`src/rtl/decoder_scan_sequencer.sv`:
```
// decoder_scan_sequencer: timed code stepper driving a 4-to-16 decoder select and enable.
module decoder_scan_sequencer #(
  parameter int DWELL_W = 8
) (
  input  logic               clk,
  input  logic               rst_n,
  input  logic               start_i,
  input  logic               stop_i,
  input  logic [1:0]         mode_i,
  input  logic [3:0]         first_i,
  input  logic [3:0]         last_i,
  input  logic [DWELL_W-1:0] dwell_i,
  output logic [3:0]         a_o,
  output logic               enable_o,
  output logic               busy_o,
  output logic               step_o,
  output logic               done_o
);
  localparam logic IDLE = 1'b0;
  localparam logic RUN  = 1'b1;
  logic               state_q, state_d;
  logic [1:0]         mode_q, mode_d;
  logic [3:0]         first_q, first_d, last_q, last_d, a_q, a_d, pp_nxt;
  logic [DWELL_W-1:0] dwell_q, dwell_d, cnt_q, cnt_d;
  logic               dir_q, dir_d, step_q, step_d, done_q, done_d;
  logic               swap;
  // In ping-pong mode first/last are stored as lo/hi; dir_q=1 means moving down.
  assign swap   = (mode_i == 2'b11) && (last_i < first_i);
  assign pp_nxt = dir_q ? a_q - 4'd1 : a_q + 4'd1;
  always_comb begin
    state_d = state_q;
    mode_d  = mode_q;
    first_d = first_q;
    last_d  = last_q;
    dwell_d = dwell_q;
    cnt_d   = cnt_q;
    a_d     = a_q;
    dir_d   = dir_q;
    step_d  = 1'b0;
    done_d  = 1'b0;
    if (state_q == IDLE) begin
      if (start_i) begin
        state_d = RUN;
        mode_d  = mode_i;
        first_d = swap ? last_i : first_i;
        last_d  = swap ? first_i : last_i;
        dwell_d = dwell_i;
        cnt_d   = '0;
        dir_d   = 1'b0;
        a_d     = swap ? last_i : first_i;
        step_d  = 1'b1;
      end
    end else if (stop_i) begin
      state_d = IDLE;
    end else if (cnt_q != dwell_q) begin
      cnt_d = cnt_q + 1'b1;
    end else begin
      cnt_d  = '0;
      step_d = 1'b1;
      case (mode_q)
        2'b00, 2'b01: begin
          if (a_q == last_q) begin
            state_d = IDLE;
            done_d  = 1'b1;
            step_d  = 1'b0;
          end else begin
            a_d = mode_q[0] ? a_q - 4'd1 : a_q + 4'd1;
          end
        end
        2'b10: a_d = (a_q == last_q) ? first_q : a_q + 4'd1;
        default: begin
          if (first_q != last_q) begin
            a_d   = pp_nxt;
            dir_d = (pp_nxt == last_q) ? 1'b1 : (pp_nxt == first_q) ? 1'b0 : dir_q;
          end
        end
      endcase
    end
  end
  always_ff @(posedge clk or negedge rst_n) begin
    if (!rst_n) begin
      state_q <= IDLE;
      mode_q  <= '0;
      first_q <= '0;
      last_q  <= '0;
      dwell_q <= '0;
      cnt_q   <= '0;
      a_q     <= '0;
      dir_q   <= 1'b0;
      step_q  <= 1'b0;
      done_q  <= 1'b0;
    end else begin
      state_q <= state_d;
      mode_q  <= mode_d;
      first_q <= first_d;
      last_q  <= last_d;
      dwell_q <= dwell_d;
      cnt_q   <= cnt_d;
      a_q     <= a_d;
      dir_q   <= dir_d;
      step_q  <= step_d;
      done_q  <= done_d;
    end
  end
  assign a_o      = a_q;
  assign enable_o = state_q;
  assign busy_o   = state_q;
  assign step_o   = step_q;
  assign done_o   = done_q;
endmodule

```
`config.mk`:
```
export PLATFORM = sky130hd
export DESIGN_NAME = decoder_scan_sequencer
export DESIGN_NICKNAME = d
export VERILOG_FILES = /design/src/rtl/decoder_scan_sequencer.sv
export SDC_FILE = /design/constraint.sdc
export NUM_CORES = 1
export LEC_CHECK = 0
export CELL_PAD_IN_SITES_DETAIL_PLACEMENT = 1
export CELL_PAD_IN_SITES_GLOBAL_PLACEMENT = 1
export CORE_ASPECT_RATIO = 0.8
export CORE_MARGIN = 4
export CORE_UTILIZATION = 38
export DETAILED_ROUTE_END_ITERATION = 10
export PLACE_DENSITY_LB_ADDON = 0.1
export SLEW_MARGIN = 20
export SYNTH_ARGS = -nofsm -noshare
export SYNTH_HDL_FRONTEND = slang
export SYNTH_SLANG_ARGS = --single-unit
```
`constraint.sdc`:
```
create_clock -name clk -period 2.24 [get_ports clk]
set_clock_uncertainty 0.15 [all_clocks]
set_input_delay 0.448 -clock clk [delete_from_list [all_inputs] [get_ports clk]]
set_output_delay 0.448 -clock clk [all_outputs]
set_load 0.05 [all_outputs]
```
==> out/metrics.cfg <==
[synthesis]
synth_common_cells=47 x sky130_fd_sc_hd__nand2_1, 34 x sky130_fd_sc_hd__dfrtp_1, 17 x sky130_fd_sc_hd__xor2_1, 15 x sky130_fd_sc_hd__xnor2_1
synth_cell_types=50
number_of_flops_mapped_to_enable_cells_by_yosys=0
async_flop_share_pct=100
yosys.area.top_type=sky130_fd_sc_hd__dfrtp_1
syn-num-nets=267
avgSynthCellArea_um2=9.26
synth_flop_cell=sky130_fd_sc_hd__dfrtp_1
yosysWarnings=0
ys_seq_area_share_pct=38.5
post-synth-top-area-fraction_pct=38.5
syn_inst=239
synth_area_um2=2210
synth.ff_latch_count=34
synth_most_common_cell=sky130_fd_sc_hd__nand2_1
synth.top_cells.by_area=sky130_fd_sc_hd__dfrtp_1 38%, sky130_fd_sc_hd__nand2_1 8.0%, sky130_fd_sc_hd__xor2_1 6.7%

[power_and_ir_drop]
power-per-cell-area_nw_per_um2=1070
worst_ir_drop_vdd_mv=0.338
static-leakage-power_uw=0.00144
power_frac_seq_pct=27.3
power_switching_share_pct=41.7
power.combinational.fraction_pct=54.6
clock_power_share_pct=18.0
internal-power_uw=1960
switching_power_uw=1400

[floorplan]
fp.coreArea_um2=5560
fp.dieW_um=93.3
total_die_area_um2=7110
die_height_um=76.2
row_count=24
ios=30
initial_utilization_pct=39.8

[drt]
detail_route.vias_per_cell=5.05
drt.antenna.violating_nets=0
drtIter0Drc=126
vias=1971
drc=0
wl_per_cell_um=17.0
routed_wirelength_mm=6.62
first_pass_iters=4

[timing]
final_max_slew_viol_count=0
slew_at_the_pin_with_the_worst_max_slew_slack_ns=0.495
layout_worst_path_cycle_share_pct=97.7
rsz0062_at_grt=yes
max_freq_mhz=457
min_period_ns=2.19
finalSetupViolCount=0
max-slew-margin-rel_pct=66.9
final_hold_viol_count=0

[global_routing]
grt_start_max_net_pins=35
grt_pass1_wl_mm=10.5
grt_pass1_vias=2087
grt-ovfl-total=0
number_of_antenna_violations_at_the_first_check_in_global_routing=0
globalRouteTotalUtil_pct=18.7

[layout]
post-route-util_pct=56.3
multi_input_area_um2=1400
fin_nets=339
diodes=0
post_layout_nonfiller_instances=390
final.fill_count=643
regArea_um2=857
post_route_cells_drive_above_1_share_pct=30.8
synthToLayoutAreaGrowth_pct=41.4

[setup_path]
worstPathRequired_ns=2.27
worstPathArrival_ns=2.22
critical_path_buf_inv_count=1
slowest_stage=sky130_fd_sc_hd__dfrtp_2
cp_slowest_stage_delay_ns=0.43
timing_worst_setup_path_type=reg -> reg
end_kind=flip-flop
crit_path_cell_trace=xor2_2 -> nor4_4 -> buf_4 -> mux2_4 -> a22oi_2 -> nand3_1 -> a32o_1
timing.critical_path.from_type=flip-flop
worst-path-max-fanout=4
timing.critical_path.max_delay_family=flip-flops

[cts]
cts_buffer_depth=2
cts_sinks=34
worst_setup_hold_path_clk_slew_ns=0.07
clk_latency_ns=0.29
h-tree-depth=2
cts_tree=yes
cts_inserted_buffers=5
buffer_type_at_the_clock_tree_root=sky130_fd_sc_hd__clkbuf_8

[placement]
placed_cells=379
place_congestion=0.841
dp_hpwl_mm=4.77
numPortBuffers=29

[min_path]
hold_class=reg -> reg

[job]
number_of_max_capacitance_violations_reported=0

[outcome]
status=completed

## repair_timing
action	4_1_cts	5_1_grt
endpoints found under the setup margin	6	5
buffers inserted	0	3
pin swaps	2	7
hold buffers	0	0
resized for setup	12	15
## layer usage
metal	up-vias	wire (um)	global-route usage (%)
met5	-	0	0
met1	962	3200	27.2
met3	2	341	3.16
li1	959	-	-
met2	48	3040	28.3
met4	0	35	5.56
## power by group through the flow
stage                     clock network [uW]  registers [uW]  logic (uW)
after floorplan                            0            1050         999
after global placement                     0             914        1620
after detailed placement                   0             925        1660
after CTS                                618             916        1690
after global routing                     651             941        1980
final                                    606             918        1840
## logic make-up (layout without fill, tap and decap cells)
logic type               Yosys count  in the layout  synth area share, %
AO/OA/AOI/OAI                     40             40                 13.5
XOR/XNOR                          34             34                 14.1
adder cells (fa/ha/maj)            6              6                 3.39
buffers and inverters             18             91                 3.73
flip-flops                        34             34                 38.5
multiplexers                      15             15                 7.07
AND/OR/NAND/NOR                   92             92                 19.7
## stage by stage
stage               area (um^2)  setup WS (ns)  power (uW)  hold WS [ns]  TNS (ns)
detailed placement         2880         -0.534        2590         0.337     -3.87
global placement           2880         -0.420        2530         0.333     -3.49
CTS                        3030       -0.00312        3230         0.355  -0.00312
finish                     3130         0.0510        3360         0.347         0
floorplan                  2240        -0.0352        2050       0.00241   -0.0352
global route               3130        -0.0269        3570         0.369   -0.0421
## final timing paths
check                            from    endpoint  cells past startpoint  slack, ns
setup / recovery               a_o[0]      a_o[3]                      7       0.05
hold / removal             dwell_q[3]  dwell_q[3]                      2       0.35
setup reg to reg               a_o[0]      a_o[3]                      7       0.05
hold reg to reg            dwell_q[3]  dwell_q[3]                      2       0.35
max in group asynchronous       rst_n      a_o[0]                      2       1.17
min in group asynchronous       rst_n    cnt_q[3]                      2       0.41
## worst register-to-register path, cell delays in order (launching register included)
cell and delay, ns:
sky130_fd_sc_hd__dfrtp_2 0.43, sky130_fd_sc_hd__xor2_2 0.20, sky130_fd_sc_hd__nor4_4 0.27, sky130_fd_sc_hd__buf_4 0.18
sky130_fd_sc_hd__mux2_4 0.30, sky130_fd_sc_hd__a22oi_2 0.17, sky130_fd_sc_hd__nand3_1 0.14, sky130_fd_sc_hd__a32o_1 0.25
## cells in the final DEF (no fill, tap or decap), drive strengths merged, types with 3 or more instances in the layout
cell and count:
xnor2 15, inv 7, clkdlybuf4s50 17, and2 3, ha 6, nor4 4
dfrtp 34, nor2 13, buf 52, nand2 49, a21oi 8, nand3 7
xor2 19, o21ai 14, clkbuf 7, nor3 5, mux2i 13, dlygate4sd2 4
## state kept, by name, indices dropped and copies added (netlist names)
signal / count
step_o: 1
busy_o: 1
dwell_q: 8
done_o: 1
mode_q: 2
cnt_q: 8
dir_q: 1
a_o: 4
last_q: 4
first_q: 4
## area by class of cell
class,instances,area share (%)
clock buffers,7,2.76
flip-flops and latches,34,27.4
inverters,8,0.960
well taps,78,3.12
clock inverters,1,0.960
repair buffers,75,20.1
multi-input cells,187,44.7
Note: power is estimated with default switching activity, not from simulation.
